[config.mk]
export PLATFORM = sky130hd
export DESIGN_NAME = prefetch_buffer_flat
export DESIGN_NICKNAME = d
export VERILOG_FILES = /design/src/rtl/prefetch_buffer_if.sv /design/src/rtl/prefetch_buffer.sv /design/src/flat_wrapper.sv
export SDC_FILE = /design/constraint.sdc
export NUM_CORES = 1
export LEC_CHECK = 0
export CAP_MARGIN = 20
export CORE_MARGIN = 2
export CORE_UTILIZATION = 53
export CTS_BUF_LIST = sky130_fd_sc_hd__clkbuf_8
export DETAILED_ROUTE_END_ITERATION = 8
export PLACE_DENSITY_LB_ADDON = 0.05
export SLEW_MARGIN = 5
export SYNTH_ARGS = -nofsm -noshare
export SYNTH_HDL_FRONTEND = slang
export SYNTH_SLANG_ARGS = --single-unit
[constraint.sdc]
create_clock -name clk -period 2.85 [get_ports clk]
set_input_delay 0.4275 -clock clk [delete_from_list [all_inputs] [get_ports clk]]
set_output_delay 0.4275 -clock clk [all_outputs]
set_load 0.02 [all_outputs]
[src/rtl/prefetch_buffer_if.sv]
// prefetch_buffer_if: instruction-memory fetch bus and core-side stream.
// master = prefetch buffer side, slave = memory/core environment side.
interface prefetch_buffer_if;
   logic        imem_req;
   logic [31:0] imem_addr;
   logic        imem_gnt;
   logic        imem_rvalid;
   logic [31:0] imem_rdata;
   logic        instr_valid;
   logic [31:0] instr;
   logic [31:0] instr_pc;
   logic        instr_ready;
   logic        redirect_valid;
   logic [31:0] redirect_pc;
   logic        misalign_err;

   modport master (
      output imem_req, imem_addr,
      input  imem_gnt, imem_rvalid, imem_rdata,
      output instr_valid, instr, instr_pc,
      input  instr_ready, redirect_valid, redirect_pc,
      output misalign_err
   );

   modport slave (
      input  imem_req, imem_addr,
      output imem_gnt, imem_rvalid, imem_rdata,
      input  instr_valid, instr, instr_pc,
      output instr_ready, redirect_valid, redirect_pc,
      input  misalign_err
   );
endinterface

[src/rtl/prefetch_buffer.sv]
// prefetch_buffer: sequential instruction prefetch with a {pc,instr} FIFO.
// Ports: clk, n_rst (async low), bus (prefetch_buffer_if.master).
// PREFETCH_ALIGN_CHECK_EN: flag misaligned redirect targets in misalign_err.
module prefetch_buffer #(
   parameter int unsigned DEPTH    = 4,
   parameter logic [31:0] RESET_PC = 32'h0000_0000
) (
   input logic               clk,
   input logic               n_rst,
   prefetch_buffer_if.master bus
);

   localparam int unsigned AW = $clog2(DEPTH);
   localparam int unsigned CW = AW + 1;

   typedef logic [CW-1:0] cnt_t;

   logic          started_q, started_d;
   logic [31:0]   fetch_pc_q, fetch_pc_d;
   logic [31:0]   resp_pc_q, resp_pc_d;
   cnt_t          occ_q, occ_d;
   cnt_t          outst_q, outst_d;
   cnt_t          disc_q, disc_d;
   logic [AW-1:0] rd_ptr_q, rd_ptr_d;
   logic [AW-1:0] wr_ptr_q, wr_ptr_d;
   logic          mis_q, mis_d;
   logic [31:0]   pc_mem_q  [DEPTH];
   logic [31:0]   ins_mem_q [DEPTH];

   logic          flush;
   logic [31:0]   tgt_pc;
   logic [CW:0]   budget;
   logic          req;
   logic          fire;
   logic          keep;
   logic          push;
   logic          pop;

   always_comb begin
      flush  = bus.redirect_valid;
      tgt_pc = bus.redirect_pc & 32'hFFFF_FFFC;
      // Slots already promised (buffered + in flight) bound new requests,
      // so a returning word always has a FIFO entry waiting for it.
      budget = {1'b0, occ_q} + {1'b0, outst_q};
      req    = started_q & ~flush & (budget < (CW+1)'(DEPTH));
      fire   = req & bus.imem_gnt;
      keep   = bus.imem_rvalid & (disc_q == '0);
      push   = keep & ~flush;
      pop    = (occ_q != '0) & bus.instr_ready & ~flush;
   end

   always_comb begin
      started_d  = 1'b1;
      fetch_pc_d = fetch_pc_q;
      resp_pc_d  = resp_pc_q;
      occ_d      = occ_q;
      rd_ptr_d   = rd_ptr_q;
      wr_ptr_d   = wr_ptr_q;
      outst_d    = outst_q + cnt_t'(fire) - cnt_t'(bus.imem_rvalid);
      disc_d     = disc_q;
      if (flush) begin
         fetch_pc_d = tgt_pc;
         resp_pc_d  = tgt_pc;
         occ_d      = '0;
         rd_ptr_d   = '0;
         wr_ptr_d   = '0;
         // Everything still in flight is stale, including a word
         // arriving right now.
         disc_d     = outst_q - cnt_t'(bus.imem_rvalid);
      end else begin
         if (fire) fetch_pc_d = fetch_pc_q + 32'd4;
         if (push) begin
            resp_pc_d = resp_pc_q + 32'd4;
            wr_ptr_d  = wr_ptr_q + 1'b1;
         end
         if (pop) rd_ptr_d = rd_ptr_q + 1'b1;
         occ_d = occ_q + cnt_t'(push) - cnt_t'(pop);
         if (bus.imem_rvalid && disc_q != '0) disc_d = disc_q - 1'b1;
      end
   end

   always_comb begin
`ifdef PREFETCH_ALIGN_CHECK_EN
      mis_d = mis_q | (flush & (bus.redirect_pc[1:0] != 2'b00));
`else
      mis_d = 1'b0;
`endif
   end

   always_ff @(posedge clk or negedge n_rst) begin
      if (!n_rst) begin
         started_q  <= 1'b0;
         fetch_pc_q <= RESET_PC;
         resp_pc_q  <= RESET_PC;
         occ_q      <= '0;
         outst_q    <= '0;
         disc_q     <= '0;
         rd_ptr_q   <= '0;
         wr_ptr_q   <= '0;
         mis_q      <= 1'b0;
      end else begin
         started_q  <= started_d;
         fetch_pc_q <= fetch_pc_d;
         resp_pc_q  <= resp_pc_d;
         occ_q      <= occ_d;
         outst_q    <= outst_d;
         disc_q     <= disc_d;
         rd_ptr_q   <= rd_ptr_d;
         wr_ptr_q   <= wr_ptr_d;
         mis_q      <= mis_d;
      end
   end

   always_ff @(posedge clk or negedge n_rst) begin
      if (!n_rst) begin
         for (int i = 0; i < int'(DEPTH); i++) begin
            pc_mem_q[i]  <= '0;
            ins_mem_q[i] <= '0;
         end
      end else if (push) begin
         pc_mem_q[wr_ptr_q]  <= resp_pc_q;
         ins_mem_q[wr_ptr_q] <= bus.imem_rdata;
      end
   end

   assign bus.imem_req     = req;
   assign bus.imem_addr    = fetch_pc_q;
   assign bus.instr_valid  = (occ_q != '0);
   assign bus.instr        = ins_mem_q[rd_ptr_q];
   assign bus.instr_pc     = pc_mem_q[rd_ptr_q];
   assign bus.misalign_err = mis_q;

   a_no_push_full : assert property (
      @(posedge clk) disable iff (!n_rst)
      !(push && occ_q == cnt_t'(DEPTH))
   );

   a_no_orphan_rsp : assert property (
      @(posedge clk) disable iff (!n_rst)
      !(bus.imem_rvalid && outst_q == '0)
   );

endmodule

[src/flat_wrapper.sv]
// flat-port wrapper written by rule: the top's interface ports become plain ports
module prefetch_buffer_flat 
#(
   parameter int unsigned DEPTH    = 4,
   parameter logic [31:0] RESET_PC = 32'h0000_0000
)
  (clk, n_rst, bus_imem_req, bus_imem_addr, bus_imem_gnt, bus_imem_rvalid, bus_imem_rdata, bus_instr_valid, bus_instr, bus_instr_pc, bus_instr_ready, bus_redirect_valid, bus_redirect_pc, bus_misalign_err);
  prefetch_buffer_if bus_i ();
  input logic clk;
  input logic n_rst;
  output wire logic [$bits(bus_i.imem_req)-1:0] bus_imem_req;
  output wire logic [$bits(bus_i.imem_addr)-1:0] bus_imem_addr;
  input wire logic [$bits(bus_i.imem_gnt)-1:0] bus_imem_gnt;
  input wire logic [$bits(bus_i.imem_rvalid)-1:0] bus_imem_rvalid;
  input wire logic [$bits(bus_i.imem_rdata)-1:0] bus_imem_rdata;
  output wire logic [$bits(bus_i.instr_valid)-1:0] bus_instr_valid;
  output wire logic [$bits(bus_i.instr)-1:0] bus_instr;
  output wire logic [$bits(bus_i.instr_pc)-1:0] bus_instr_pc;
  input wire logic [$bits(bus_i.instr_ready)-1:0] bus_instr_ready;
  input wire logic [$bits(bus_i.redirect_valid)-1:0] bus_redirect_valid;
  input wire logic [$bits(bus_i.redirect_pc)-1:0] bus_redirect_pc;
  output wire logic [$bits(bus_i.misalign_err)-1:0] bus_misalign_err;
  assign bus_imem_req = bus_i.imem_req;
  assign bus_imem_addr = bus_i.imem_addr;
  assign bus_i.imem_gnt = bus_imem_gnt;
  assign bus_i.imem_rvalid = bus_imem_rvalid;
  assign bus_i.imem_rdata = bus_imem_rdata;
  assign bus_instr_valid = bus_i.instr_valid;
  assign bus_instr = bus_i.instr;
  assign bus_instr_pc = bus_i.instr_pc;
  assign bus_i.instr_ready = bus_instr_ready;
  assign bus_i.redirect_valid = bus_redirect_valid;
  assign bus_i.redirect_pc = bus_redirect_pc;
  assign bus_misalign_err = bus_i.misalign_err;
  prefetch_buffer #(.DEPTH(DEPTH), .RESET_PC(RESET_PC)) u_core (.clk(clk), .n_rst(n_rst), .bus(bus_i));
endmodule
======== After elaboration in Yosys (flattened, before gate mapping) ========
Index checks and enable logic that the tools add are counted.
storage, ports and cells
  register bits ........................... 334
  bits of input ports ..................... 70
  logic and storage cells ................. 71
operators by class
  add/subtract/negate cells ............... 11
  magnitude comparators ................... 4
  mux-type cells .......................... 21
  bitwise logic cells ..................... 10
  reductions and logical operators ........ 9
operator list
  operator                 count
  $mux W32                 9
  $bwmux W128              2
  $bmux W32 S2             2
  $add A32 B3 Y32 const B  2
  $demux W32 S2            1
  $mux W3                  3
  $sub A3 B1 Y3            3
  $mux W2                  4
  $reduce_bool A2 Y1       4
  $and A1 B1 Y1            7
  $add A3 B1 Y3            2
  $ge A3 B3 Y1 const B     2
  $not A2 Y3               2
  $reduce_bool A3 Y1       2
  $add A2 B1 Y2 const B    2
  $add A3 B3 Y4            1
  $lt A4 B3 Y1 const B     1
  $logic_not A3 Y1         1
  $lt A3 B1 Y1 const B     1
  $sub A3 B1 Y3 const B    1
  $logic_and A1 B1 Y1      2
  $not A1 Y1               1

======== Logic depth before layout (Yosys ltp) ========
Gate-level depths: netlist of run 1.
  depth after elaboration ................. 6
  gate-level depth with buffers ........... 11

======== Worst setup path before layout of run 1 ========
No wires, ideal clock.
  path type ............................... register to register
  start point ............................. register u_core.outst_q[2]
  end point ............................... register u_core.outst_q[2]
  data arrival time ....................... 2524 ps
  required time ........................... 2725 ps
  path slack .............................. 200 ps
  stages on the path, launching flop included .. 12
  path buffers ............................ 2
  period minus slack after synthesis ...... 2650 ps
  cell sequence ........................... dfrtp_1 > ha_1 > nor3_1 > nand4_1 > clkinv_1 > buf_2 > buf_1 > ha_1 > inv_1 > fa_1 > xnor2_1 > xnor2_1
on the way
  word-level cells in the longest chain between the ends .. 6
RTL lines
  item                    RTL line                RTL
  start, declared         prefetch_buffer.sv:22   cnt_t outst_q, outst_d;
  start signal, assigned  prefetch_buffer.sv:106  outst_q <= outst_d;
  $add A3 B3 Y4           prefetch_buffer.sv:44   budget = {1'b0, occ_q} + {1'b0, outst_q};
  $lt A4 B3 Y1            prefetch_buffer.sv:45   req = started_q & ~flush & (budget < (CW+1)'(DEPTH));
  $and A1 B1 Y1           prefetch_buffer.sv:45
  $and A1 B1 Y1           prefetch_buffer.sv:46   fire = req & bus.imem_gnt;
  $add A3 B1 Y3 *         prefetch_buffer.sv:59   outst_d = outst_q + cnt_t'(fire) - cnt_t'(bus.imem_rvalid);
  $sub A3 B1 Y3 *         prefetch_buffer.sv:59
  via u_core.outst_d[2]   prefetch_buffer.sv:22
Mark *: on every way through the listed nets, which the timed path passes. The rest lies on a longest branch.
A chain may end at the register's enable or synchronous reset.

======== Worst setup path after layout of run 1 ========
  start point ............................. register u_core.rd_ptr_q[0]
  end point ............................... output port bus_instr[1]
on the way
  word-level cells in the longest chain between the ends .. 4
RTL lines
  item                                         RTL line                RTL
  start, declared                              prefetch_buffer.sv:24   logic [AW-1:0] rd_ptr_q, rd_ptr_d;
  start signal, assigned                       prefetch_buffer.sv:108  rd_ptr_q <= rd_ptr_d;
  $not A2 Y3 (implied by the code)             prefetch_buffer.sv:129  assign bus.instr = ins_mem_q[rd_ptr_q];
  $bmux W32 S2                                 prefetch_buffer.sv:129
  $mux W32 (implied by the code) (2 in a row)  prefetch_buffer.sv:129
  end, declared                                flat_wrapper.sv:17      output wire logic [$bits(bus_i.instr)-1:0] bus_instr;
No other way between the ends. The select of a mux whose other input is x is not followed.

==> results of run 1 <==
==> power by group through the flow <==
stage	clock network [mW]	registers, mW	logic [mW]
2_1_floorplan	0	6.12	3.61
3_3_place_gp	0	6.31	5.72
3_5_place_dp	0	6.34	5.80
4_1_cts	4.00	6.26	5.48
5_1_grt	4.23	6.38	5.88
6_report	3.90	6.25	5.44
==> worst paths after layout <==
path	start	end	slack, ns	cells after the start
setup / recovery	u_core.rd_ptr_q[0]$_DFFE_PN0P_	bus_instr[1]	0.10	3
hold / removal	bus_redirect_valid	u_core.rd_ptr_q[0]$_DFFE_PN0P_	0.18	2
setup reg to reg	u_core.occ_q[1]$_DFF_PN0_	u_core.bus.imem_addr[7]$_DFFE_PN0P_	0.43	8
hold reg to reg	u_core.pc_mem_q[8]$_DFFE_PN0P_	u_core.pc_mem_q[8]$_DFFE_PN0P_	0.48	2
max in group asynchronous	n_rst	u_core.pc_mem_q[90]$_DFFE_PN0P_	1.60	3
min in group asynchronous	n_rst	u_core.ins_mem_q[112]$_DFFE_PN0P_	0.42	2
==> cell usage after synthesis, types with 3 or more instances <==
cell	instances
clkbuf_1	29
xor2_1	16
a31oi_1	6
nor4_2	7
nand3_1	28
mux2_2	244
and4_1	4
nor2_1	29
dfrtp_1	322
inv_1	27
xnor2_1	31
nor3_1	10
or3_1	5
clkbuf_8	5
and3_1	5
buf_1	3
a21boi_0	4
nor4_1	5
or4_1	4
buf_4	6
nor2b_1	3
a21oi_1	10
nand2b_1	4
o31a_1	5
ha_1	16
buf_2	25
nand2_1	74
o211ai_1	12
nand4_1	22
o21ai_0	38
o21ai_1	6
mux4_2	62
==> registers in the layout, indices dropped and copies added, names as in the netlist <==
signal / flops
u_core.resp_pc_q: 30
u_core.started_q: 1
u_core.outst_q: 3
u_core.occ_q: 3
u_core.disc_q: 3
u_core.ins_mem_q: 128
u_core.wr_ptr_q: 2
u_core.bus.imem_addr: 30
u_core.rd_ptr_q: 2
u_core.pc_mem_q: 120
==> layout make-up <==
class	count	area share, %
Sequential cell	322	44.2
Multi-Input combinational cell	678	35.9
Timing Repair Buffer	200	11.1
Clock buffer	64	4.83
Tap cell	378	2.59
Clock inverter	32	0.857
Inverter	29	0.596
==> metrics by stage <==
step	hold WS [ns]	setup slack (ns)	power [mW]	cells	cell area, um^2
2_1_floorplan	0.132	0.200	9.72	1103	15100
3_3_place_gp	0.433	0.258	12.0	1599	17200
3_5_place_dp	0.435	0.242	12.1	1599	17200
4_1_cts	0.153	-0.00354	15.7	1698	18200
5_1_grt	0.173	0.0204	16.5	1703	18300
6_report	0.181	0.101	15.6	1703	18300
==> routing by layer <==
metal	vias to the layer above	wire length (um)	GRT usage (%)
li1	4379	-	-
met1	4886	15100	32.0
met2	255	15300	36.0
met3	45	1600	3.83
met4	0	488	4.91
met5	-	0	0
==> kinds of logic (layout without fill, tap and decap cells) <==
kind of cell,Yosys count,count (layout)
xor gates and xnor gates,47,47
other,2,6
and+or+nand+nor,213,213
AOI/OAI and AO/OA,88,88
muxes,306,306
adders and majority gates,18,18
DFF,322,322
buffers and inverters,103,325
==> worst max-delay path, stage by stage, from the launching register on <==
cell,delay [ns]
dfrtp_4,0.51
buf_12,0.19
mux4_2,0.50
clkdlybuf4s50_1,0.55
==> timing repair <==
item / CTS / global route
endpoints found under the setup margin: 55 / 8
resized for setup: 53 / 0
hold buffers: 1 / 0
buffers inserted: 2 / 5
hold endpoints to repair: 62 / 0
==> flow_metrics.tcl, run 1 <==
set metrics [dict create \
    regArea_um2 8060 \
    synth_top_family_by_area "multiplexers" \
    start_kind "flip-flop" \
    outcome "finished clean" \
    die_area_um2 29800 \
    power_frac_seq_pct 40.1 \
    fp.dieW_um 173 \
    via_per_inst 5.62 \
    synth-edff-count 0 \
    gp_congestion 0.839 \
    synth_top_cell_by_area "dfrtp_1" \
    cp_max_fo 13 \
    switchingPower_mw 5.02 \
    power_density_nw_per_um2 854 \
    fmax_mhz 364 \
    clk_pin_slew_worst_paths_ns 0.06 \
    overflow 0 \
    postRouteAntennaNets 0 \
    clock_tree.buffer_depth 3 \
    drive_above_1_share_pct 33.2 \
    area_delta_synth_final_pct 21.0 \
    pwr-share-clk_pct 25.0 \
    detailed_place_hpwl_um 21000 \
    crit_arrival_ns 2.32 \
    n_antenna_cell 0 \
    cap_viol_max_count 0 \
    clk_latency_ns 0.57 \
    htreeDepth 2 \
    coreArea_um2 27900 \
    drtPass1Iterations 5 \
    setup_viol 0 \
    worst_pin_slew_ns 0.885 \
    synth_area_um2 15100 \
    final_nets 1372 \
    numCtsBuffers 53 \
    syn_area_per_cell_um2 13.7 \
    slew_headroom_pct 40.8 \
    worst_clock_skew_ns 0.0179 \
    ys.flop_type "dfrtp_1" \
    p_leak_nw 8.42 \
    first_global_vias 10100 \
    p_sw_share_pct 32.2 \
    io_pins 169 \
    crit_type "reg2out" \
    final_common_cell "dfrtp_1" \
    min-delay-path-class "in2reg" \
    fillCellCount 2150 \
    yosys.cell_types.count 56 \
    wl_um 32400 \
    io_buffers 161 \
    yosys.area_share.simple_pct 7.72 \
    finalHoldViolCount 0 \
    multiInputGateArea_um2 6540 \
    muxShareOfSynthArea_pct 27.5 \
    synth-seq-cells 322 \
    rsz0062_at_grt "no" \
    grt_first_pass_wirelength_um 53900 \
    via_count 9565 \
    synth_fa_ha_area_share_pct 1.59 \
    cts_tree "done" \
    drt_iter0_drc 496 \
    intPower_mw 10.6 \
    final_core_util_pct 65.3 \
    antenna_found_initial 0 \
    final_max_slew_viol_count 0 \
    track_usage_pct 22.3 \
    most-common-layout-cells "dfrtp_1 (320), mux2_2 (244), clkdlybuf4s50_1 (108)" \
    synth_top_area_share_pct 53.4 \
    synthCells 1099 \
    drc 0 \
    finalCritPeriodShare_pct 96.5 \
    worst_setup_path_end_kind "primary output" \
    post-route-min-period_ns 2.75 \
    synth_compound_area_share_pct 3.52 \
    chipHeight_um 173 \
    yosysWarnings 0 \
    synth-xor-area-share_pct 2.73 \
    grt_max_degree 73 \
    synth_area_leaders "dfrtp_1 (53%), mux2_2 (18%), mux4_2 (9.3%)" \
    row_count 61 \
    initial_core_util_pct 54.0 \
    clock_sinks 322 \
    synthArstFlopShare_pct 100 \
    pwr-share-comb_pct 34.9 \
    ir_drop_v 0.000518 \
    seq_area_frac_synth_pct 53.4 \
    post_drt_wl_per_cell_um 19.0 \
    required_ns 2.42 \
    cts-root-buf "clkbuf_8" \
    tns_ns 0 \
]
(Power assumes the default switching activity.)
==> run 2, diff against run 1 <==
- CTS_CLUSTER_SIZE: not set -> 8
==> run 2 against run 1 <==
Compared with the run above: largest power group unchanged; global-route usage stayed put; die area unchanged; non-clock buffer count unchanged; highest routed layer unchanged; clock-buffer cell count is the same; fmax about the same.
==> flow_metrics.tcl, run 2 (synthesis gave the netlist of run 1 again) <==
set metrics [dict create \
    power_density_nw_per_um2 854 \
    largest_reg_flops 128 \
    start_kind "flip-flop" \
    min-delay-path-class "in2reg" \
    clock_sinks 322 \
    detailed_place_hpwl_um 21000 \
    cap_viol_max_count 0 \
    final_nets 1372 \
    antenna_found_initial 0 \
    track_usage_pct 22.3 \
    clk_pin_slew_worst_paths_ns 0.06 \
    most-common-layout-cells "dfrtp_1 (320), mux2_2 (244), clkdlybuf4s50_1 (108)" \
    final_max_slew_viol_count 0 \
    clk_latency_ns 0.57 \
    postRouteAntennaNets 0 \
    drc 0 \
    final_common_cell "dfrtp_1" \
    required_ns 2.42 \
    drive_above_1_share_pct 33.2 \
    drtPass1Iterations 5 \
    coreArea_um2 27900 \
    finalCritPeriodShare_pct 96.5 \
    wl_um 32300 \
    hold_ws_ns 0.178 \
    via_per_inst 5.60 \
    ir_drop_v 0.000518 \
    worst_pin_slew_ns 0.857 \
    chipHeight_um 173 \
    finalHoldViolCount 0 \
    numCtsBuffers 53 \
    fp.dieW_um 173 \
    post-route-min-period_ns 2.75 \
    crit_type "reg2out" \
    reg2reg_depth 8 \
    p_leak_nw 8.42 \
    io_pins 169 \
    outcome "finished clean" \
    worst_clock_skew_ns 0.0159 \
    n_antenna_cell 0 \
    die_area_um2 29800 \
    cts-root-buf "clkbuf_8" \
    cts_tree "done" \
    slew_headroom_pct 42.7 \
    tns_ns 0 \
    cp_max_fo 13 \
    fmax_mhz 363 \
    setup_viol 0 \
    grt_max_degree 73 \
    initial_core_util_pct 54.0 \
    io_buffers 161 \
    overflow 0 \
    gp_congestion 0.839 \
    pre_cts_ws_ns 0.242 \
    crit_arrival_ns 2.32 \
    row_count 61 \
    post_drt_wl_per_cell_um 19.0 \
    grt_first_pass_wirelength_um 53900 \
    clock_tree.buffer_depth 3 \
    whs_path_depth 2 \
    reg.largest.list "u_core.ins_mem_q: 128 flops, u_core.pc_mem_q: 120 flops" \
    first_global_vias 10100 \
    worst_setup_path_end_kind "primary output" \
    top_register "u_core.ins_mem_q" \
    htreeDepth 2 \
    rsz0062_at_grt "no" \
    area_delta_synth_final_pct 21.0 \
    drt_iter0_drc 501 \
    via_count 9541 \
    setup_slack_ns 0.0989 \
]
[run 2: final timing paths]
| check | start | endpoint | slack [ns] |
|---|---|---|---|
| max reg2reg | u_core.occ_q[1]$_DFF_PN0_ | u_core.bus.imem_addr[7]$_DFFE_PN0P_ | 0.45 |
| max | u_core.rd_ptr_q[0]$_DFFE_PN0P_ | bus_instr[31] | 0.1 |
| max in group asynchronous | n_rst | u_core.pc_mem_q[90]$_DFFE_PN0P_ | 1.61 |
| min | bus_redirect_valid | u_core.rd_ptr_q[0]$_DFFE_PN0P_ | 0.18 |
| min reg2reg | u_core.pc_mem_q[53]$_DFFE_PN0P_ | u_core.pc_mem_q[53]$_DFFE_PN0P_ | 0.48 |
| min in group asynchronous | n_rst | u_core.ins_mem_q[112]$_DFFE_PN0P_ | 0.42 |
[run 2: critical path, cell delays in order, from the launching register on]
cell,delay [ns]
dfrtp_4,0.51
buf_12,0.19
mux4_2,0.50
clkdlybuf4s50_1,0.55
[run 2: where the power goes]
group          internal [mW]  switching (mW)
Clock                   2.11            1.79
Sequential              5.58           0.674
Combinational           2.89            2.55
[run 2: through the flow]
| step | instances | cell area, um^2 | total power [mW] | util [%] |
|---|---|---|---|---|
| 6_report | 1703 | 18300 | 15.6 | 65.3 |
| 4_1_cts | 1698 | 18200 | 15.7 | 65.2 |
| 3_5_place_dp | 1599 | 17200 | 12.1 | 61.6 |
| 3_3_place_gp | 1599 | 17200 | 12.0 | 61.6 |
| 5_1_grt | 1703 | 18300 | 16.5 | 65.3 |
| 2_1_floorplan | 1103 | 15100 | 9.72 | - |
[run 2: layout make-up]
| class | instances | area [um^2] |
|---|---|---|
| Clock buffer | 64 | 881 |
| Tap cell | 378 | 473 |
| Multi-Input combinational cell | 678 | 6540 |
| Fill cell | 2150 | 9680 |
| Sequential cell | 322 | 8060 |
| Inverter | 29 | 109 |
| Timing Repair Buffer | 200 | 2030 |
| Clock inverter | 32 | 156 |
[run 2: timing repair]
action / in CTS / in global routing
endpoints found under the setup margin: 55 / 8
gates resized for setup: 53 / 0
pin swaps: 0 / 0
hold buffers: 1 / 0
buffers inserted: 2 / 5
cloned: 0 / 0
hold endpoints to repair: 62 / 0
[run 2: routing by layer]
metal	wire length [um]	part of all wire, %	vias to the layer above	global-route usage, %
met5	0	0	-	0
met4	454	1.4	0	4.91
met3	1560	4.8	43	3.83
met2	15200	47	255	36.0
met1	15100	47	4858	32.0
li1	-	-	4385	-
==> run 3, diff against run 2 <==
- RECOVER_POWER: not set -> 50
==> run 3 against run 2 <==
Compared with the run above: non-clock buffer count is the same; clock-buffer cell count is the same; clock power is essentially flat; highest routed layer unchanged; sequential power is essentially flat; via count is essentially flat; sequential cell count is the same; the flow now finishes with violations (max-capacitance violations, max-slew violations); hold slack gained 0.0053 ns; largest power group unchanged; global-route usage is the same; clock skew grew 0.0032 ns.
==> flow_metrics.tcl, run 3 (synthesis gave the netlist of run 1 again) <==
set metrics [dict create \
    track_usage_pct 22.3 \
    rsz0062_at_grt "no" \
    final_nets 1372 \
    final_core_util_pct 65.1 \
    min-delay-path-class "in2reg" \
    most-common-layout-cells "dfrtp_1 (320), mux2_2 (244), clkdlybuf4s50_1 (91)" \
    worst_clock_skew_ns 0.0191 \
    worst_path_max_delay_cell "clkdlybuf4s50_1" \
    die_area_um2 29800 \
    io_pins 169 \
    outcome "complete, but fails checks" \
    final_max_slew_viol_count 65 \
    area_delta_synth_final_pct 20.6 \
    p_leak_nw 8.38 \
    slew_headroom_pct -22.7 \
    reg.largest.list "u_core.ins_mem_q: 128 flops, u_core.pc_mem_q: 120 flops" \
    min-delay-start "bus_redirect_valid" \
    drc 0 \
    cpPeakStageDelay_ns 0.55 \
    worst_pin_slew_ns 1.84 \
    io_buffers 161 \
    highest_layer "met4" \
    htreeDepth 2 \
    largest_reg_flops 128 \
    clk_pin_slew_worst_paths_ns 0.06 \
    cts-root-buf "clkbuf_8" \
    power_density_nw_per_um2 856 \
    met1_length_um 15000 \
    drt_iter0_drc 487 \
    dr_wl_met2_um 15300 \
    required_ns 2.42 \
    coreArea_um2 27900 \
    finalCritPeriodShare_pct 96.6 \
    clock_tree.buffer_depth 3 \
    postRouteAntennaNets 0 \
    cp.buffers_inverters 2 \
    grt_first_pass_wirelength_um 53900 \
    crit_type "reg2out" \
    post_drt_wl_per_cell_um 19.0 \
    tns_ns 0 \
    setup_viol 0 \
    dr_wl_met3_um 1560 \
    cap_viol_max_count 1 \
    finalHoldViolCount 0 \
    fp.dieW_um 173 \
    ir_drop_v 0.000515 \
    r2r-start "u_core.disc_q[0]$_DFFE_PN0P_" \
    start_kind "flip-flop" \
    overflow 0 \
    wl_um 32400 \
    grt_max_degree 73 \
    post-route-min-period_ns 2.75 \
    via_per_inst 5.61 \
    clock_sinks 322 \
    gp_congestion 0.839 \
    drive_above_1_share_pct 32.8 \
    n_antenna_cell 0 \
    detailed_place_hpwl_um 21000 \
    via_count 9549 \
    crit_arrival_ns 2.33 \
    violations "max-capacitance violations, max-slew violations" \
    initial_core_util_pct 54.0 \
    first_global_vias 10100 \
    cp-startpoint "u_core.rd_ptr_q[0]$_DFFE_PN0P_" \
    top_register "u_core.ins_mem_q" \
    cp_cell_sequence "buf_12, mux4_2, clkdlybuf4s50_1" \
    cp_max_fo 13 \
    clk_latency_ns 0.57 \
    fmax_mhz 363 \
    antenna_found_initial 0 \
    chipHeight_um 173 \
    hold_ws_ns 0.183 \
    row_count 61 \
    worst_setup_path_end_kind "primary output" \
    final_common_cell "dfrtp_1" \
    critPathTopFamily "buffers and inverters" \
    numCtsBuffers 53 \
    cts_tree "done" \
    drtPass1Iterations 5 \
]
==> run 3: worst register-to-register path, cell delays in order, from the launching register on <==
cell      delay (ns)
dfrtp_1         0.39
inv_1           0.08
ha_1            0.19
nand3b_1        0.36
or4_4           0.77
nor4_1          0.37
xnor2_1         0.16
o21ai_0         0.10
==> run 3: layout make-up <==
class / count / area [um^2]
Inverter: 29 / 109
Fill cell: 2160 / 9750
Clock inverter: 32 / 156
Multi-Input combinational cell: 678 / 6510
Clock buffer: 64 / 881
Timing Repair Buffer: 200 / 1990
Sequential cell: 322 / 8060
Tap cell: 378 / 473
==> run 3: final timing paths <==
path	slack, ns	cells after the start	to
worst max-delay path	0.1	3	bus_instr[1]
worst min-delay path	0.18	2	u_core.occ_q[2]$_DFF_PN0_
worst max register to register	0.29	7	u_core.resp_pc_q[31]$_DFFE_PN0N_
worst min register to register	0.48	2	u_core.pc_mem_q[53]$_DFFE_PN0P_
max in group asynchronous	0.49	3	u_core.pc_mem_q[90]$_DFFE_PN0P_
min in group asynchronous	0.91	2	u_core.ins_mem_q[112]$_DFFE_PN0P_
==> run 3: per-stage QoR <==
step	power [mW]	cell area [um^2]	setup slack, ns	cells
floorplan	9.72	15100	0.200	1103
global placement	12.0	17200	0.258	1599
detailed placement	12.1	17200	0.242	1599
CTS	15.7	18200	-0.00354	1698
global route	16.4	18200	0.0204	1703
finish	15.6	18200	0.0956	1703
==> run 3: report_power, final <==
part,switching [mW],internal (mW),total [mW]
Combinational,2.55,2.86,5.41
Clock,1.80,2.11,3.91
Sequential,0.668,5.58,6.24
Total,5.02,10.5,15.6
==> run 3: routing by layer <==
| layer | vias to the layer above | GRT usage [%] |
|---|---|---|
| met5 | - | 0 |
| met4 | 0 | 4.91 |
| met3 | 53 | 3.83 |
| met2 | 252 | 36.0 |
| met1 | 4864 | 32.0 |
| li1 | 4380 | - |
==> run 3: repair_timing <==
action | in CTS | in global routing
hold buffers | 1 | 0
pin swaps | 0 | 0
setup buffers | 2 | 5
endpoints found under the hold margin | 62 | 0
gates resized for setup | 53 | 0
endpoints found under the setup margin | 55 | 8
